File: src/rtl/pipe_hazard_ctrl.sv
// Stall/flush scheduler for the 5-stage pipeline: load-use interlock, mul/div EX occupancy, taken-branch flush.
// Optional build macro HAZ_PERF_CNT_EN adds perf_lu/perf_md/perf_br event counters.
module pipe_hazard_ctrl #(
    parameter int unsigned MD_LAT   = 4,
    parameter int unsigned BR_SLOTS = 2
) (
    input  logic       clk,
    input  logic       rst,
    input  logic [4:0] id_ra,
    input  logic [4:0] id_rb,
    input  logic       id_use_rb,
    input  logic [4:0] ex_rw,
    input  logic       ex_regWr,
    input  logic       ex_memtoreg,
    input  logic       ex_muldiv,
    input  logic       ex_branch_taken,
    output logic       pc_stall,
    output logic       ifid_stall,
    output logic       ifid_flush,
    output logic       hazard,
    output logic       BranchBubble,
    output logic       ex_hold,
    output logic       md_busy
`ifdef HAZ_PERF_CNT_EN
    ,
    output logic [31:0] perf_lu,
    output logic [31:0] perf_md,
    output logic [31:0] perf_br
`endif
);

    localparam logic [1:0] ST_RUN    = 2'd0;
    localparam logic [1:0] ST_MDBUSY = 2'd1;
    localparam logic [1:0] ST_FLUSH  = 2'd2;

    localparam logic [3:0] MD_CNT = 4'(MD_LAT - 2);
    localparam logic [3:0] BR_CNT = 4'(BR_SLOTS - 1);

    logic [1:0] state_q, state_d;
    logic [3:0] cnt_q, cnt_d;
    logic       lu;
    logic       pc_stall_c, ifid_stall_c, ifid_flush_c, hazard_c, bubble_c, ex_hold_c, md_busy_c;

    assign lu = ex_memtoreg & ex_regWr & (ex_rw != 5'd0) &
                ((ex_rw == id_ra) | (id_use_rb & (ex_rw == id_rb)));

    // The cnt==0 cycle of MDBUSY/FLUSH drives nothing: the mul/div result (or the
    // last bubble) leaves EX that cycle, so the total hold is MD_LAT-1 cycles.
    always_comb begin
        // NOTE: every signal gets a default first so no path through the case infers a latch.
        state_d      = state_q;
        cnt_d        = cnt_q;
        pc_stall_c   = 1'b0;
        ifid_stall_c = 1'b0;
        ifid_flush_c = 1'b0;
        hazard_c     = 1'b0;
        bubble_c     = 1'b0;
        ex_hold_c    = 1'b0;
        md_busy_c    = 1'b0;
        case (state_q)
            ST_RUN: begin
                if (ex_branch_taken) begin
                    bubble_c     = 1'b1;
                    ifid_flush_c = 1'b1;
                    if (BR_SLOTS > 1) begin
                        state_d = ST_FLUSH;
                        cnt_d   = BR_CNT;
                    end
                end else if (ex_muldiv) begin
                    ex_hold_c    = 1'b1;
                    pc_stall_c   = 1'b1;
                    ifid_stall_c = 1'b1;
                    md_busy_c    = 1'b1;
                    state_d      = ST_MDBUSY;
                    cnt_d        = MD_CNT;
                end else if (lu) begin
                    hazard_c     = 1'b1;
                    pc_stall_c   = 1'b1;
                    ifid_stall_c = 1'b1;
                end
            end
            ST_MDBUSY: begin
                if (cnt_q == 4'd0) begin
                    state_d = ST_RUN;
                end else begin
                    ex_hold_c    = 1'b1;
                    pc_stall_c   = 1'b1;
                    ifid_stall_c = 1'b1;
                    md_busy_c    = 1'b1;
                    cnt_d        = cnt_q - 4'd1;
                end
            end
            ST_FLUSH: begin
                if (cnt_q == 4'd0) begin
                    state_d = ST_RUN;
                end else begin
                    bubble_c     = 1'b1;
                    ifid_flush_c = 1'b1;
                    cnt_d        = cnt_q - 4'd1;
                end
            end
            default: begin
                state_d = ST_RUN;
                cnt_d   = 4'd0;
            end
        endcase
    end

    // Outputs are forced low for the whole time rst is high, not just after the edge.
    assign pc_stall     = pc_stall_c   & ~rst;
    assign ifid_stall   = ifid_stall_c & ~rst;
    assign ifid_flush   = ifid_flush_c & ~rst;
    assign hazard       = hazard_c     & ~rst;
    assign BranchBubble = bubble_c     & ~rst;
    assign ex_hold      = ex_hold_c    & ~rst;
    assign md_busy      = md_busy_c    & ~rst;

    always_ff @(posedge clk or posedge rst) begin
        // NOTE: state registers use non-blocking assignments so all flops update together.
        if (rst) begin
            state_q <= ST_RUN;
            cnt_q   <= 4'd0;
        end else begin
            state_q <= state_d;
            cnt_q   <= cnt_d;
        end
    end

`ifdef HAZ_PERF_CNT_EN
    logic [31:0] perf_lu_q, perf_md_q, perf_br_q;

    always_ff @(posedge clk or posedge rst) begin
        if (rst) begin
            perf_lu_q <= 32'd0;
            perf_md_q <= 32'd0;
            perf_br_q <= 32'd0;
        end else begin
            if (hazard)       perf_lu_q <= perf_lu_q + 32'd1;
            if (ex_hold)      perf_md_q <= perf_md_q + 32'd1;
            if (BranchBubble) perf_br_q <= perf_br_q + 32'd1;
        end
    end

    assign perf_lu = perf_lu_q;
    assign perf_md = perf_md_q;
    assign perf_br = perf_br_q;
`endif

endmodule

File: config.mk
export PLATFORM = sky130hd
export DESIGN_NAME = pipe_hazard_ctrl
export DESIGN_NICKNAME = d
export VERILOG_FILES = /design/src/rtl/pipe_hazard_ctrl.sv
export SDC_FILE = /design/constraint.sdc
export NUM_CORES = 1
export LEC_CHECK = 0
export ABC_AREA = 0
export CAP_MARGIN = 30
export CORE_MARGIN = 1.5
export CORE_UTILIZATION = 44
export DETAILED_ROUTE_END_ITERATION = 8
export MAX_ROUTING_LAYER = met4
export PLACE_DENSITY = 0.87
export SLEW_MARGIN = 15
export SYNTH_ARGS = -nofsm -noshare
export SYNTH_HDL_FRONTEND = slang
export SYNTH_SLANG_ARGS = --single-unit
File: constraint.sdc
create_clock -name clk -period 5 [get_ports clk]
set_input_delay 1 -clock clk [delete_from_list [all_inputs] [get_ports clk]]
set_output_delay 1 -clock clk [all_outputs]
set_load 0.02 [all_outputs]
Yosys cells after proc, flatten, opt, wreduce, memory -nomap -nowiden

Cells that the tools add are included.

Bits of input ports: 22
Output and inout port bits: 7
Flip-flop bits (word level): 6
Word-level logic and storage cells: 47

Bitwise gates (word level): 10
Mux-type cells: 21
Reductions and logical operators: 6
Add/sub/neg operators: 1
Equal/unequal tests: 7

Operators by type and width:

| operator              | count |
|---|---|
| $mux W4               | 3 |
| $eq A5 B5 Y1          | 2 |
| $mux W1               | 10 |
| $and A1 B1 Y1         | 8 |
| $pmux W4 S2           | 1 |
| $mux W2               | 3 |
| $pmux W1 S2           | 3 |
| $reduce_bool A5 Y1    | 1 |
| $logic_not A4 Y1      | 1 |
| $pmux W2 S2           | 1 |
| $reduce_and A2 Y1     | 2 |
| $sub A4 B1 Y4 const B | 1 |
| $ne A3 B3 Y1 const B  | 1 |
| $eq A2 B1 Y1 const B  | 1 |
| $eq A2 B2 Y1 const B  | 1 |
| $logic_not A2 Y1      | 1 |
| $ne A2 B1 Y1 const B  | 1 |
| $ne A2 B2 Y1 const B  | 1 |
| $reduce_or A2 Y1      | 1 |
| $not A1 Y1            | 1 |
| $or A1 B1 Y1          | 1 |

Longest topological paths before layout

Word-level depth: 9
Gate-level depth with buffers: 7
Depth with buffers taken out: 6

Worst setup path after synthesis

Ideal clock, no wire load.

Path kind: input-to-output
Start point: in ex_rw[4]
End point: out pc_stall
Buffers on the path: 1
Data required time: 4.000 ns
Arrival time: 2.163 ns
Setup slack: 1.837 ns
Stages on the path: 5
Cells stage by stage: xor2_1 -> nor4_1 -> a32oi_1 -> o22ai_1 -> buf_4

Cells in the longest elaborated chain, start to end: 9
Elaborated cells between the ends (all ways): 12
Those cells by class: eq/ne: 2; mux: 4; bitwise: 5; reduce/logical: 1

RTL lines:

| what                      | RTL line | source |
|---|---|---|
| start, declared           | 12       | `input logic [4:0] ex_rw,` |
| $eq A5 B5 Y1              | 45       | `((ex_rw == id_ra) \| (id_use_rb & (ex_rw == id_rb)));` |
| $and A1 B1 Y1             | 45       |  |
| $or A1 B1 Y1              | 45       |  |
| $and A1 B1 Y1 (*)         | 44       | `assign lu = ex_memtoreg & ex_regWr & (ex_rw != 5'd0) &` |
| $mux W1 (*) (3 in series) | -        |  |
| $pmux W1 S2 (*)           | -        |  |
| $and A1 B1 Y1 (*)         | -        |  |
| end, declared             | 17       | `output logic pc_stall,` |

Mark *: on every way between the ends. The rest lies on a longest branch, timed or not.

Final worst setup path

Start point: in ex_rw[4]
End point: out pc_stall

Cells in the longest elaborated chain, start to end: 9
Elaborated cells between the ends (all ways): 12
Those cells by class: eq/ne: 2; mux: 4; bitwise: 5; reduce/logical: 1

RTL lines:

| what              | RTL line | source |
|---|---|---|
| $eq A5 B5 Y1      | 45       |  |
| $and A1 B1 Y1     | 45       |  |
| $or A1 B1 Y1      | 45       |  |
| $and A1 B1 Y1 (*) | 44       |  |
| $mux W1 (*)       | 76       | `end else if (lu) begin` |
| $mux W1 (*)       | 69       | `end else if (ex_muldiv) begin` |
| $mux W1 (*)       | 62       | `if (ex_branch_taken) begin` |
| $pmux W1 S2 (*)   | 60       | `case (state_q)` |
| $and A1 B1 Y1 (*) | 110      | `assign pc_stall = pc_stall_c & ~rst;` |

Marks and branches as above.

==> metrics.txt <==
CORE AREA=approximately 1300 um^2; 1st-pass router iterations=4; vias in the first global route=578; Tightest Hold Check Type=reg2reg; CP Capture Type=output pin; Total GRT Usage=a little over a fifth; drt wl/cell=13.12 um; Initial DRC Count=11; RSZ-0062 raised after global routing=no; Die Span X=41.38 um; dpl ws=1.065 ns; number of I/O port buffers=28; antenna violations before repair=0; remaining antenna violation count=0; sequential fraction of the synthesis area=between 20% and 30%; Flop pwr share=roughly 22%; Starting Density=48.59%; Pwr Density=433.5 nW/um^2; list of most frequent post-synthesis cells=9 x xor2_1, 6 x dfrtp_1, 6 x ha_1, 5 x inv_1; top_reg_cell synth=dfrtp_1; crit path launch type=input pin; Switch Pwr=175.2 uW; CTS buffer count=3; Post-Route Setup TNS=0 ns; CP arrival=approximately 2.9 ns; clk slew on worst S/H paths=0.04 ns; fin crit share=78.14%; hold buffer count at CTS=0; H-tree levels=1; Worst Skew=0.008768 ns; Max VDD drop=0.3400 mV; DR DRC count=0; die span in y=between 40 and 50 um; die area=1712 um^2; setup ws final=~1.1 ns; clock network power share=11.1%; R2R setup slack=3.40 ns; final-stage net count=134; setup violators final=0; DP HPWL=1314 um; I/O pin count=29; Worst Tran Pin Value=0.3269 ns; CTS tree=yes; Slew Viols, Final=0; combinational fraction of design power=between 60% and 70%; Clock Latency Late Sink=0.25 ns; Post-synth EDFFs=0; Leak=0.0003926 uW; kind of critical path=in2out; Synth area leader=dfrtp_1; CTS max path bufs=2; Clock Sinks=6; Worst R2R Path Depth=6; row cnt=13; DR vias=620; max_cap viols=0; Slew Limit Headroom=78.16%; Routed WL=1561 um; postcts setup bufs=0; share of layout cells above drive strength 1=7.692%; largest net degree at the start of global routing=9; status=completed; Crit path required time=~4 ns; routability cong.=0.7684; final hold viol count=0; Post-Syn Area=between 600 and 700 um^2; Post-synth ARST share=100.0%; # diodes=0; Area Growth Syn to Fin=46.14%; first-pass GRT wire length=2339 um; Avg Synthesized Cell Area=roughly 8.5 um^2; Area contributors post-synth=dfrtp_1 23%, xor2_1 12%, ha_1 12%, nor3b_1 4.6%, buf_4 3.5%; maximum achievable frequency=255.9 MHz; root buffer cell=clkbuf_4; P_int=roughly 240 uW; crit-path max FO=3; Synth Instances=76; DR vias/cell=5.210; Final min period=3.907 ns; Ys Warns=0; #FFs+latches synth=6; top cell type's share of synthesized area=a little under a quarter; Post-CTS Resized=0; worst hold stages=1; most instantiated library cell after synthesis=xor2_1; Yosys cell types=31; syn_nets=104; Sw Ratio=42.67%; total grt overflow=0
## area by class of cell
cell class / instances / area [um^2]
clock buffers: 3 / 22.52
fillers: 108 / 386.6
inverters: 5 / 18.77
multi-input cells: 62 / 456.7
flip-flops and latches: 6 / 150.1
well taps: 15 / 18.77
repair buffers: 28 / 280.3
## routing by layer
layer | global-route usage (%) | vias to the layer above | routed length, um
met2 | 37.11 | 15 | 794
met3 | 6.383 | 0 | 54
met4 | 2.419 | 0 | 0
li1 | - | 329 | -
met5 | - | - | 0
met1 | 25.80 | 276 | 712
## cell usage in the layout, fill, tap and decap left out
cell / instances
and2_4: 1
or3_1: 1
a22o_1: 1
clkdlybuf4s50_1: 28
xnor2_1: 1
nor3b_1: 4
or4_4: 1
nor3b_4: 1
a32oi_1: 1
or3b_4: 1
o311ai_1: 1
a21o_1: 1
a21oi_1: 4
inv_1: 5
nand2b_1: 1
o21ai_1: 3
a22oi_1: 1
nand3b_1: 1
clkbuf_4: 3
o21ai_2: 1
nor4_1: 2
o21ai_0: 4
nand2_1: 4
nor2_1: 4
nor3_1: 4
and2_1: 1
xor2_1: 9
dfrtp_1: 6
nor2b_1: 1
ha_1: 6
o22ai_1: 1
o31ai_1: 1
## flip-flops by register name, summed over array words and instances, names as in the netlist
signal and count:
cnt_q 4, state_q 2
## worst max-delay path, stage by stage
cell             delay [ns]
clkdlybuf4s50_1        0.47
xor2_1                 0.19
nor4_1                 0.28
a32oi_1                0.16
o22ai_1                0.17
clkdlybuf4s50_1        0.64
## stage by stage
stage | util (%) | power [uW] | hold slack (ns) | instance area, um^2 | instances
2_1_floorplan | - | 289.2 | 0.4898 | 648.1 | 76
3_3_place_gp | 69.32 | 356.7 | 0.5219 | 924.6 | 116
3_5_place_dp | 69.32 | 363.0 | 0.5302 | 924.6 | 116
4_1_cts | 71.01 | 411.5 | 0.5466 | 947.2 | 119
5_1_grt | 71.01 | 448.5 | 0.5796 | 947.2 | 119
6_report | 71.01 | 410.6 | 0.5436 | 947.2 | 119
## power by group through the flow
stage	Sequential, uW	Combinational, uW	Clock (uW)
after global placement	88.8	268	0
after floorplan	84.6	205	0
after global routing	92.9	307	48.6
final	89.0	276	45.5
after detailed placement	89.8	273	0
after CTS	89.0	276	46.2
## path summary, 6_finish.rpt
| kind | start | endpoint |
|---|---|---|
| worst min register to register | cnt_q[2] | cnt_q[2] |
| worst min-delay path | cnt_q[2] | cnt_q[2] |
| worst max register to register | state_q[0] | cnt_q[3] |
| max in group asynchronous | rst | cnt_q[1] |
| worst max-delay path | ex_rw[4] | pc_stall |
| min in group asynchronous | rst | state_q[0] |
## cells by family (layout without fill, tap and decap cells)
| group | Yosys count | in the layout | share of synthesized area, % |
|---|---|---|---|
| adders and majority gates | 6 | 6 | 11.58 |
| xor gates and xnor gates | 10 | 10 | 13.51 |
| DFF | 6 | 6 | 23.17 |
| buffers and inverters | 8 | 36 | 6.371 |
| AOI/OAI and AO/OA | 19 | 19 | 18.34 |
| and+or+nand+nor | 27 | 27 | 27.03 |
Note: power is estimated with default switching activity, not from simulation.
